File: config.mk
export PLATFORM = sky130hd
export DESIGN_NAME = node_link_arb
export DESIGN_NICKNAME = d
export VERILOG_FILES = /design/src/rtl/node_link_arb.sv
export SDC_FILE = /design/constraint.sdc
export NUM_CORES = 1
export LEC_CHECK = 0
export BUFFER_PORTS_ARGS = -buffer_cell sky130_fd_sc_hd__buf_4
export CORE_ASPECT_RATIO = 0.8
export CORE_UTILIZATION = 54
export CTS_BUF_LIST = sky130_fd_sc_hd__clkbuf_8
export DETAILED_ROUTE_END_ITERATION = 6
export HOLD_SLACK_MARGIN = 0.1
export PLACE_DENSITY = 0.86
export SYNTH_ARGS = -nofsm -noshare
export SYNTH_HDL_FRONTEND = slang
export SYNTH_SLANG_ARGS = --single-unit
File: constraint.sdc
create_clock -name clk -period 4 [get_ports clk]
set_input_delay 0.8 -clock clk [delete_from_list [all_inputs] [get_ports clk]]
set_output_delay 0.8 -clock clk [all_outputs]
set_load 0.02 [all_outputs]
File: src/rtl/node_link_arb.sv
// node_link_arb: multi-channel link interface between a router port and CH local clients.
// Egress round-robins client flits onto one credit-controlled link; ingress buffers
// incoming flits in a B-deep FIFO and steers the head flit to a client by its channel id.
// Optional build macro: NODE_LINK_CH0_PRIO_EN gives channel 0 strict egress priority.
module node_link_arb #(
    parameter int CH   = 4,
    parameter int B    = 4,
    parameter int FW   = 59,
    parameter int FTW  = 3,
    parameter int CIDW = 2
) (
    input  logic             clk,
    input  logic             rst_n,
    input  logic [CH-1:0]    src_vld,
    input  logic [CH*FW-1:0] src_flit,
    output logic [CH-1:0]    src_rdy,
    input  logic             credit_in,
    output logic             flit_out_wr,
    output logic [FW-1:0]    flit_out,
    input  logic             flit_in_wr,
    input  logic [FW-1:0]    flit_in,
    output logic             credit_out,
    output logic [CH-1:0]    dst_vld,
    output logic [FW-1:0]    dst_flit,
    input  logic [CH-1:0]    dst_rdy,
    output logic             err
);

    localparam int CNTW = $clog2(B + 1);
    localparam int RRW  = (CH > 1) ? $clog2(CH) : 1;
    localparam int AW   = (B > 1) ? $clog2(B) : 1;

    logic [CNTW-1:0] cnt;
    logic [RRW-1:0]  rr;
    logic            grant_vld;
    logic            grant_prio;
    logic [RRW-1:0]  grant_idx;
    logic [RRW:0]    scan_sum;
    logic [FW-1:0]   sel_flit;
    logic            credit_ovf;

    logic [FW-1:0]   mem [B];
    logic [AW:0]     wr_ptr;
    logic [AW:0]     rd_ptr;
    logic            empty;
    logic            full;
    logic [FW-1:0]   head;
    logic [CIDW-1:0] cid;
    logic            cid_bad;
    logic            bad_seen;
    logic            bad_pop;
    logic            good_pop;
    logic            pop;
    logic            push;
    logic            push_drop;

    // Advance a {wrap, index} FIFO pointer, toggling the wrap bit at the last slot.
    function automatic logic [AW:0] next_ptr(input logic [AW:0] p);
        if (p[AW-1:0] == AW'(B - 1))
            return {~p[AW], {AW{1'b0}}};
        else
            return p + 1'b1;
    endfunction

    // Pick the first requesting client at or after the round-robin pointer when credit is available.
    always_comb begin
        grant_vld  = 1'b0;
        grant_prio = 1'b0;
        grant_idx  = '0;
        scan_sum   = '0;
        if (cnt != '0) begin
`ifdef NODE_LINK_CH0_PRIO_EN
            if (src_vld[0]) begin
                grant_vld  = 1'b1;
                grant_prio = 1'b1;
            end
`endif
            for (int k = 0; k < CH; k++) begin
                scan_sum = {1'b0, rr} + (RRW + 1)'(k);
                if (scan_sum >= (RRW + 1)'(CH))
                    scan_sum = scan_sum - (RRW + 1)'(CH);
                if (!grant_vld && src_vld[scan_sum[RRW-1:0]]) begin
                    grant_vld = 1'b1;
                    grant_idx = scan_sum[RRW-1:0];
                end
            end
        end
    end

    // Decode the grant into the one-hot ready and select the granted client's flit.
    always_comb begin
        src_rdy  = '0;
        sel_flit = '0;
        if (grant_vld)
            src_rdy[grant_idx] = 1'b1;
        for (int i = 0; i < CH; i++) begin
            if (grant_idx == RRW'(i))
                sel_flit = src_flit[i*FW +: FW];
        end
    end

    assign credit_ovf = credit_in && !grant_vld && (cnt == CNTW'(B));

    // Egress state: credit count, round-robin pointer and the registered output flit.
    always_ff @(posedge clk or negedge rst_n) begin
        if (!rst_n) begin
            cnt         <= CNTW'(B);
            rr          <= '0;
            flit_out_wr <= 1'b0;
            flit_out    <= '0;
        end else begin
            flit_out_wr <= grant_vld;
            if (grant_vld)
                flit_out <= sel_flit;
            if (grant_vld && !grant_prio)
                rr <= (grant_idx == RRW'(CH - 1)) ? '0 : grant_idx + 1'b1;
            case ({credit_in, grant_vld})
                2'b10:   if (!credit_ovf) cnt <= cnt + 1'b1;
                2'b01:   cnt <= cnt - 1'b1;
                default: cnt <= cnt;
            endcase
        end
    end

    assign empty    = (wr_ptr == rd_ptr);
    assign full     = (wr_ptr[AW-1:0] == rd_ptr[AW-1:0]) && (wr_ptr[AW] != rd_ptr[AW]);
    assign head     = mem[rd_ptr[AW-1:0]];
    assign cid      = head[FW-FTW-1 -: CIDW];
    assign dst_flit = head;
    assign cid_bad  = !empty && ({1'b0, cid} >= (CIDW + 1)'(CH));
    assign bad_pop  = cid_bad && bad_seen;

    // Steer the head flit to the client named by its channel id; unknown ids get no valid.
    always_comb begin
        dst_vld = '0;
        if (!empty) begin
            for (int i = 0; i < CH; i++) begin
                if ({1'b0, cid} == (CIDW + 1)'(i))
                    dst_vld[i] = 1'b1;
            end
        end
    end

    assign good_pop  = |(dst_vld & dst_rdy);
    assign pop       = good_pop || bad_pop;
    assign push      = flit_in_wr && (!full || pop);
    assign push_drop = flit_in_wr && full && !pop;

    // Ingress FIFO storage, pointers, bad-id drop timing and the credit return pulse.
    always_ff @(posedge clk or negedge rst_n) begin
        if (!rst_n) begin
            for (int i = 0; i < B; i++)
                mem[i] <= '0;
            wr_ptr     <= '0;
            rd_ptr     <= '0;
            bad_seen   <= 1'b0;
            credit_out <= 1'b0;
        end else begin
            if (push) begin
                mem[wr_ptr[AW-1:0]] <= flit_in;
                wr_ptr              <= next_ptr(wr_ptr);
            end
            if (pop)
                rd_ptr <= next_ptr(rd_ptr);
            bad_seen   <= cid_bad && !bad_pop;
            credit_out <= pop;
        end
    end

    // Sticky error for credit overflow, pushes into a full FIFO and unknown channel ids.
    always_ff @(posedge clk or negedge rst_n) begin
        if (!rst_n)
            err <= 1'b0;
        else if (credit_ovf || push_drop || bad_pop)
            err <= 1'b1;
    end

endmodule

==> results of run 1 <==
==> state kept, by name, indices dropped and copies added, names as in the netlist <==
signal,cells
wr_ptr,3
cnt,3
flit_out,59
flit_out_wr,1
credit_out,1
mem,236
rd_ptr,3
rr,2
err,1
==> area by class of cell <==
| cell class | instances | area share |
|---|---|---|
| Multi-Input combinational cell | 743 | 0.337 |
| Clock inverter | 24 | 0.00918 |
| Antenna cell | 14 | 0.00180 |
| Tap cell | 357 | 0.0229 |
| Sequential cell | 309 | 0.397 |
| Inverter | 13 | 0.00250 |
| Clock buffer | 62 | 0.0438 |
| Timing Repair Buffer | 462 | 0.186 |
==> critical path, delay by kind of cell (launching register included) <==
family,cells,cell delay (ns)
flip-flops,1,0.60
buffers and inverters,3,1.12
multiplexers,1,0.60
==> worst max-delay path by stage <==
stage,cells after the start,end,from,slack (ns)
after floorplan,10,src_rdy[2],src_vld[3],0.51
after global placement,12,flit_out[4],src_vld[1],0.58
after detailed placement,12,flit_out[5],src_vld[1],0.40
after CTS,4,dst_flit[14],rd_ptr[0],0.009
after global routing,4,dst_flit[14],rd_ptr[0],0.08
final,4,dst_flit[14],rd_ptr[0],0.28
==> report_power, final <==
group	internal [mW]	switching [mW]	leakage [nW]
clock	1.58	1.26	0.598
sequential	4.77	1.00	3.70
combinational	4.85	5.39	4.55
total	11.2	7.65	8.85
==> placed cells by master, fill, tap and decap left out, types with 5 or more instances in the layout <==
| cell type | count |
|---|---|
| buf_4 | 449 |
| dfrtp_1 | 306 |
| mux2_2 | 227 |
| nor2_1 | 72 |
| nand2_1 | 69 |
| o21ai_0 | 66 |
| clkbuf_8 | 62 |
| a21oi_1 | 60 |
| nor3_1 | 59 |
| mux4_2 | 59 |
| a221oi_1 | 58 |
| inv_1 | 30 |
| diode_2 | 14 |
| mux2_1 | 12 |
| buf_12 | 11 |
| ha_1 | 6 |
| xnor2_1 | 5 |
==> routing by layer <==
metal	vias to the layer above	track usage
met4	0	0.209
met2	538	0.575
li1	5156	-
met3	149	0.0741
met1	5970	0.426
met5	-	0
==> per-stage QoR <==
stage / hold WS (ns) / total power [mW] / std cells / instance area, um^2 / utilization
after floorplan: 0.459 / 12.2 / 1157 / 14700 / -
after global placement: 0.463 / 15.4 / 1884 / 18400 / 0.695
after detailed placement: 0.471 / 15.9 / 1884 / 18400 / 0.695
after CTS: 0.269 / 18.9 / 1970 / 19500 / 0.734
after global routing: 0.303 / 19.8 / 1981 / 19500 / 0.735
final: 0.241 / 18.9 / 1984 / 19500 / 0.735
==> logic make-up (layout without fill, tap and decap cells) <==
kind of cell	count (synthesis)	in the layout	share of synthesized area
buffers and inverters	105	561	0.0309
AND/OR/NAND/NOR	218	218	0.0646
adder cells (fa/ha/maj)	10	10	0.00900
flip-flops	309	309	0.525
multiplexers	300	300	0.274
other	0	14	0
XOR/XNOR	9	9	0.00535
AO/OA/AOI/OAI	206	206	0.0908
==> results.toml, run 1 <==
[run_status]
status = "finished, final reports clean"

[worst_setup_path]
timing.rr.start = "rd_ptr[0]"
slowest_delay_ns = 0.60
reg2regPathDepth = 6
critPathMostFrequentCell = "buf_4"
path_cells = "buf_4, buf_6, mux4_2, buf_4"
crit_arrival_ns = 2.92
r2r_slack_ns = 0.61
cp-start-kind = "flip-flop"
worstPathRequired_ns = 3.20
timing.rr.end = "mem[159]"
crit_fanout = 29
slowest_stage = "dfrtp_4"
crit_path_end_kind = "primary output"
crit_type = "reg -> out"

[sta]
slew_violations = 0
finalSetupTns_ns = 0
timing.final.crit_share = 0.931
setup_violations = 0
timing.final.ws_setup_ns = 0.277
min_period_ns = 3.72
clock_skew_ns = 0.0325
hold_viol_final = 0
maxSlewHeadroom = 0.277
grt_setup_unrepaired = "false"
worst_pin_slew_ns = 1.08
max_freq_mhz = 269

[logic_synthesis]
syn_area_um2 = 14700
yosys.area.top_type_share = 0.523
synth_common_cells = "308 x dfrtp_1, 227 x mux2_2, 72 x nor2_1"
synth_area_leaders = "dfrtp_1 52%, mux2_2 17%, mux4_2 9.0%, a221oi_1 3.4%, o21ai_0 2.2%"
synthesis.nets = 1474
yosysMostFrequentCell = "dfrtp_1"
yosysTopAreaCell = "dfrtp_1"
ys_warn_count = 0
seq_area_frac_synth = 0.525
synthCells = 1157
synth.avg_cell_area_um2 = 12.7
synth.distinct_cells = 51
ys.flop_type = "dfrtp_1"
ys_seq_elements = 309
async_flop_share = 1.00
synth-edff-count = 0

[floorplan]
die_area_um2 = 27900
die_y_um = 150
start_util = 0.555
row_count = 53
ios = 436
die-width_um = 187
core_region_area_um2 = 26500

[place]
finalWeightedCongestion = 0.978
port_buffers = 435
dp_hpwl_um = 34200
place_ws_ns = 0.400

[cts]
clk_latency_ns = 0.58
clock_sink_count = 309
cts_resized = 0
htree_levels = 2
cts_buffers = 48
clk_pin_slew_ns = 0.07
cts_tree = "yes"
cts_hold_buffers = 0
postCtsSetupBuffers = 0
cts_max_path_buffers = 3
cts.root.buffer_cell = "clkbuf_8"

[flow_run]
drv_cap = 0

[route]
drtPass1Iterations = 5
drtAntennaViolNets = 0
wl_met3_um = 3210
routed_via_density = 5.95
m1WireLength_um = 18700
wirelength_um = 48600
wl_met2_um = 23900
drcViolationCount = 0
highest_layer = "met4"
first_iter_violations = 827
vias = 11813
wire_per_inst_um = 24.5

[cells_and_area]
areaGrowthSynthToFinish_pct = 32.4
drive_above_1_share = 0.518
num-fill-cells = 1786
multi_input_area_um2 = 6580
seqCellArea_um2 = 7740
finalNetCount = 1894

[power]
ir_drop_mv = 0.612
p_per_area_nw_per_um2 = 967
p_leak_nw = 8.85

[global_route]
antenna_found_initial = 12
overflow = 0
grt_pass1_vias = 12424
grt_start_max_net_pins = 118
grt_util_all_layers = 0.348
grt_pass1_wl_um = 73100

[min_path]
min_path_type = "in -> async"
Power figures use the tool's default switching activity.
==> run 2, diff against run 1 <==
- RECOVER_POWER: default -> 25
==> run 2 against run 1 <==
The flow now finishes with violations (capacitance limit, slew limit). Clock skew about the same. Via count is essentially flat. Power is essentially flat. Utilization fell by 0.14 points. Die area unchanged. Maximum frequency barely moved. Clock power about the same. Combinational power barely moved. Worst setup slack about the same. First-iteration DRC count shrank 2.1%. Critical path type unchanged.
==> results.toml, run 2 (same netlist as run 1, synthesis figures left out) <==
[route]
drtAntennaViolNets = 0
first_iter_violations = 810
wire_per_inst_um = 24.5
drtPass1Iterations = 5
routed_via_density = 5.96
wirelength_um = 48600
drcViolationCount = 0
vias = 11819

[cells_and_area]
largest_register_ffs = 236
mostFrequentLayoutCells = "449 x buf_4, 306 x dfrtp_1, 227 x mux2_2"
drive_above_1_share = 0.518
final_cells = 1983
regMostFlops = "mem"
fin_util = 0.734
finalNetCount = 1894
final_area_um2 = 19500
largestRegisters = "mem: 236 flops, flit_out: 59 flops"
areaGrowthSynthToFinish_pct = 32.1
layout_commonest_cell = "buf_4"
num-fill-cells = 1792

[cts]
cts_hold_buffers = 0
cts_tree = "yes"
clk_pin_slew_ns = 0.07
cts_buffers = 48
cts_max_path_buffers = 3
cts.root.buffer_cell = "clkbuf_8"
postCtsSetupBuffers = 0
htree_levels = 2
clock_sink_count = 309
clk_latency_ns = 0.58

[sta]
timing.final.crit_share = 0.931
grt_setup_unrepaired = "false"
hold_ws_ns = 0.466
worst_pin_slew_ns = 2.62
maxSlewHeadroom = -0.746
min_period_ns = 3.72
clock_skew_ns = 0.0322
setup_violations = 0
hold_viol_final = 0
max_freq_mhz = 269
slew_violations = 106
finalSetupTns_ns = 0

[floorplan]
start_util = 0.555
die_y_um = 150
die_area_um2 = 27900
row_count = 53
core_region_area_um2 = 26500
ios = 436
die-width_um = 187

[worst_setup_path]
crit_type = "reg -> out"
crit_fanout = 29
r2r_slack_ns = 0.61
cp-start-kind = "flip-flop"
worstPathRequired_ns = 3.20
crit_path_end_kind = "primary output"
timing.rr.start = "rd_ptr[0]"
reg2regPathDepth = 6
timing.rr.end = "mem[159]"
crit_arrival_ns = 2.92

[global_route]
grt_pass1_wl_um = 73100
antenna_found_initial = 12
grt_util_all_layers = 0.348
grt_pass1_vias = 12424
overflow = 0
grt_start_max_net_pins = 118

[power]
p_per_area_nw_per_um2 = 969
ir_drop_mv = 0.612
p_leak_nw = 8.83

[min_path]
min_path_type = "in -> reg"
min_to = "mem[228]"
worstHoldPathCells = 2
hp-start = "flit_in[51]"

[place]
placed_area_um2 = 18400
dp.cells = 1884
dp_hpwl_um = 34200
finalWeightedCongestion = 0.978
port_buffers = 435

[flow_run]
drv_cap = 1

[run_status]
violations = "capacitance limit, slew limit"
status = "finished with violations"
-- run 2: cell types whose count changed in the layout (fill, tap and decap cells not counted) --
cell	before	now
diode_2	14	13
buf_12	11	9
clkbuf_2	0	1
buf_8	1	0
clkbuf_4	0	2
-- run 2: area by class of cell --
cell class                      instances  area, um^2  area share
Antenna cell                           13        32.5     0.00167
Clock buffer                           62         853      0.0438
Clock inverter                         24         179     0.00919
Inverter                               13        48.8     0.00251
Multi-Input combinational cell        743        6580       0.338
Sequential cell                       309        7740       0.398
Tap cell                              357         447      0.0230
Timing Repair Buffer                  462        3580       0.184
-- run 2: worst max-delay path by stage --
stage | startpoint | endpoint | slack [ns] | cells after the start
after floorplan | src_vld[3] | src_rdy[2] | 0.51 | 10
after global placement | src_vld[1] | flit_out[4] | 0.58 | 12
after detailed placement | src_vld[1] | flit_out[5] | 0.40 | 12
after CTS | rd_ptr[0] | dst_flit[14] | 0.009 | 4
after global routing | rst_n | mem[201] | 0.05 | 2
final | rd_ptr[0] | dst_flit[14] | 0.28 | 4
-- run 2: critical path, cell delays in order (launching register included) --
cell and delay [ns]:
dfrtp_4 0.60, buf_4 0.50, buf_6 0.44, mux4_2 0.60
buf_4 0.18
-- run 2: metal layers --
metal | share of wire | global-route usage | up-vias | wire [um]
li1 | - | - | 5148 | -
met1 | 0.39 | 0.426 | 5978 | 18700
met2 | 0.49 | 0.575 | 543 | 23800
met3 | 0.066 | 0.0741 | 150 | 3220
met4 | 0.058 | 0.209 | 0 | 2810
met5 | 0 | 0 | - | 0
-- run 2: timing repair --
action	in CTS	in global routing
hold endpoints to repair	0	0
setup endpoints to repair	0	26
gates resized for setup	0	1
-- run 2: report_power, final --
group / total [mW] / switching, mW / internal (mW)
sequential: 5.78 / 1.01 / 4.78
combinational: 10.2 / 5.39 / 4.85
clock: 2.84 / 1.25 / 1.58
total: 18.9 / 7.65 / 11.2
-- run 2: metrics by stage --
step / worst slack, ns / power (mW)
floorplan: 0.509 / 12.2
global placement: 0.584 / 15.4
detailed placement: 0.400 / 15.9
CTS: 0.00894 / 18.9
global route: 0.0486 / 19.8
finish: 0.278 / 18.9
==> run 3, diff against run 2 <==
- CORE_UTILIZATION: 54 -> 45
- PLACE_DENSITY: 0.86 -> 0.74
- RECOVER_POWER: 25 -> 50
==> run 3 against run 2 <==
The run still ends with capacitance limit, slew limit left. Clock-buffer cell count down 2. Design area fell by 1.4%. Via count shrank 3.0%. Utilization fell by 13 points. Cell count is 2.6% higher. Sequential share of layout area grew 0.57 points. Clock skew decreased by 0.0023 ns. First-iteration DRC count up 4.7%. Register-to-register slack improved by 0.22 ns. Sequential power down 3%. Routed wire length down 6.0%.
==> results.toml, run 3 (same netlist as run 1, synthesis figures left out) <==
[run_status]
status = "finished with violations"
violations = "capacitance limit, slew limit"

[route]
drcViolationCount = 0
wl_met2_um = 22100
routed_via_density = 5.63
wl_met3_um = 3600
vias = 11463
first_iter_violations = 848
drtAntennaViolNets = 0
highest_layer = "met5"
wirelength_um = 45700
wire_per_inst_um = 22.5
drtPass1Iterations = 5
m1WireLength_um = 18300

[floorplan]
ios = 436
die_y_um = 164
row_count = 58
die_area_um2 = 33500
die-width_um = 204
start_util = 0.463
core_region_area_um2 = 31800

[cells_and_area]
areaGrowthSynthToFinish_pct = 30.3
seqCellArea_um2 = 7740
multi_input_area_um2 = 6580
largest_register_ffs = 236
layout_commonest_cell = "buf_4"
mostFrequentLayoutCells = "384 x buf_4, 306 x dfrtp_1, 227 x mux2_2"
finalNetCount = 1890
largestRegisters = "mem: 236 flops, flit_out: 59 flops"
num-fill-cells = 2589
drive_above_1_share = 0.476
regMostFlops = "mem"

[cts]
postCtsSetupBuffers = 0
cts_resized = 0
clk_pin_slew_ns = 0.06
cts_hold_buffers = 0
cts.root.buffer_cell = "clkbuf_8"
cts_tree = "yes"
cts_buffers = 49
cts_max_path_buffers = 3
htree_levels = 2
clk_latency_ns = 0.60
clock_sink_count = 309

[sta]
min_period_ns = 3.57
slew_violations = 93
grt_setup_unrepaired = "false"
max_freq_mhz = 280
timing.final.ws_setup_ns = 0.425
timing.final.crit_share = 0.894
maxSlewHeadroom = -0.527
finalSetupTns_ns = 0
worst_pin_slew_ns = 2.29
setup_violations = 0
clock_skew_ns = 0.0299
hold_viol_final = 0

[global_route]
grt_start_max_net_pins = 118
grt_pass1_wl_um = 69300
overflow = 0
grt_pass1_vias = 11675
antenna_found_initial = 3
grt_util_all_layers = 0.272

[worst_setup_path]
crit_arrival_ns = 2.77
timing.rr.start = "rd_ptr[0]"
worstPathRequired_ns = 3.20
timing.rr.end = "mem[174]"
r2r_slack_ns = 0.83
crit_path_end_kind = "primary output"
cp-start-kind = "flip-flop"
critPathMostFrequentCell = "buf_4"
crit_type = "reg -> out"
slowest_stage = "o31ai_1"
reg2regPathDepth = 6
crit_fanout = 32
slowest_delay_ns = 0.60
path_cells = "buf_4, xor2_1, o31ai_1, nor2_1, buf_4"

[min_path]
min_path_type = "in -> reg"
min_to = "mem[164]"
worstHoldPathCells = 2
hp-start = "flit_in[46]"

[power]
totalPowerFinal_mw = 18.3
p_leak_nw = 8.57
ir_drop_mv = 0.547
p_per_area_nw_per_um2 = 951

[flow_run]
drv_cap = 1

[place]
place_ws_ns = 0.632
port_buffers = 435
dp_hpwl_um = 32400
finalWeightedCongestion = 0.936
## run 3: per-layer routing
metal | vias up | global-route usage
met3 | 102 | 0.0732
met1 | 5785 | 0.342
li1 | 5139 | -
met4 | 4 | 0.110
met5 | - | 0
met2 | 433 | 0.447
## run 3: worst max-delay path by stage
| stage | from | endpoint | slack [ns] | cells after the start |
|---|---|---|---|---|
| 2_1_floorplan | src_vld[3] | src_rdy[2] | 0.51 | 10 |
| 3_3_place_gp | src_vld[3] | flit_out[31] | 0.66 | 12 |
| 3_5_place_dp | src_vld[3] | flit_out[38] | 0.63 | 12 |
| 4_1_cts | rd_ptr[0] | dst_vld[3] | 0.34 | 5 |
| 5_1_grt | rd_ptr[0] | dst_vld[3] | 0.24 | 5 |
| 6_report | rd_ptr[0] | dst_vld[3] | 0.43 | 5 |
## run 3: critical path: cells and delay by family, from the launching register on
kind | cells | cell delay [ns]
AO/OA/AOI/OAI | 1 | 0.60
XOR/XNOR | 1 | 0.21
buffers and inverters | 2 | 0.75
flip-flops | 1 | 0.53
AND/OR/NAND/NOR | 1 | 0.10
## run 3: area by class of cell
cell class | instances | area share
diodes | 2 | 0.000261
well taps | 420 | 0.0274
multi-input cells | 743 | 0.343
clock inverters | 31 | 0.00867
repair buffers | 457 | 0.172
clock buffers | 60 | 0.0430
inverters | 13 | 0.00254
flip-flops and latches | 309 | 0.403
## run 3: through the flow
| stage | hold slack, ns | utilization | instance area [um^2] | cells |
|---|---|---|---|---|
| 3_5_place_dp | 0.471 | 0.581 | 18500 | 1942 |
| 5_1_grt | 0.414 | 0.604 | 19200 | 2034 |
| 3_3_place_gp | 0.466 | 0.581 | 18500 | 1942 |
| 6_report | 0.437 | 0.604 | 19200 | 2035 |
| 4_1_cts | 0.217 | 0.612 | 19500 | 2033 |
| 2_1_floorplan | 0.459 | - | 14700 | 1157 |
## run 3: power breakdown
| part | internal, mW | leakage [nW] | switching, mW |
|---|---|---|---|
| Combinational | 4.57 | 4.29 | 5.34 |
| Clock | 1.43 | 0.592 | 1.29 |
| Sequential | 4.77 | 3.69 | 0.860 |
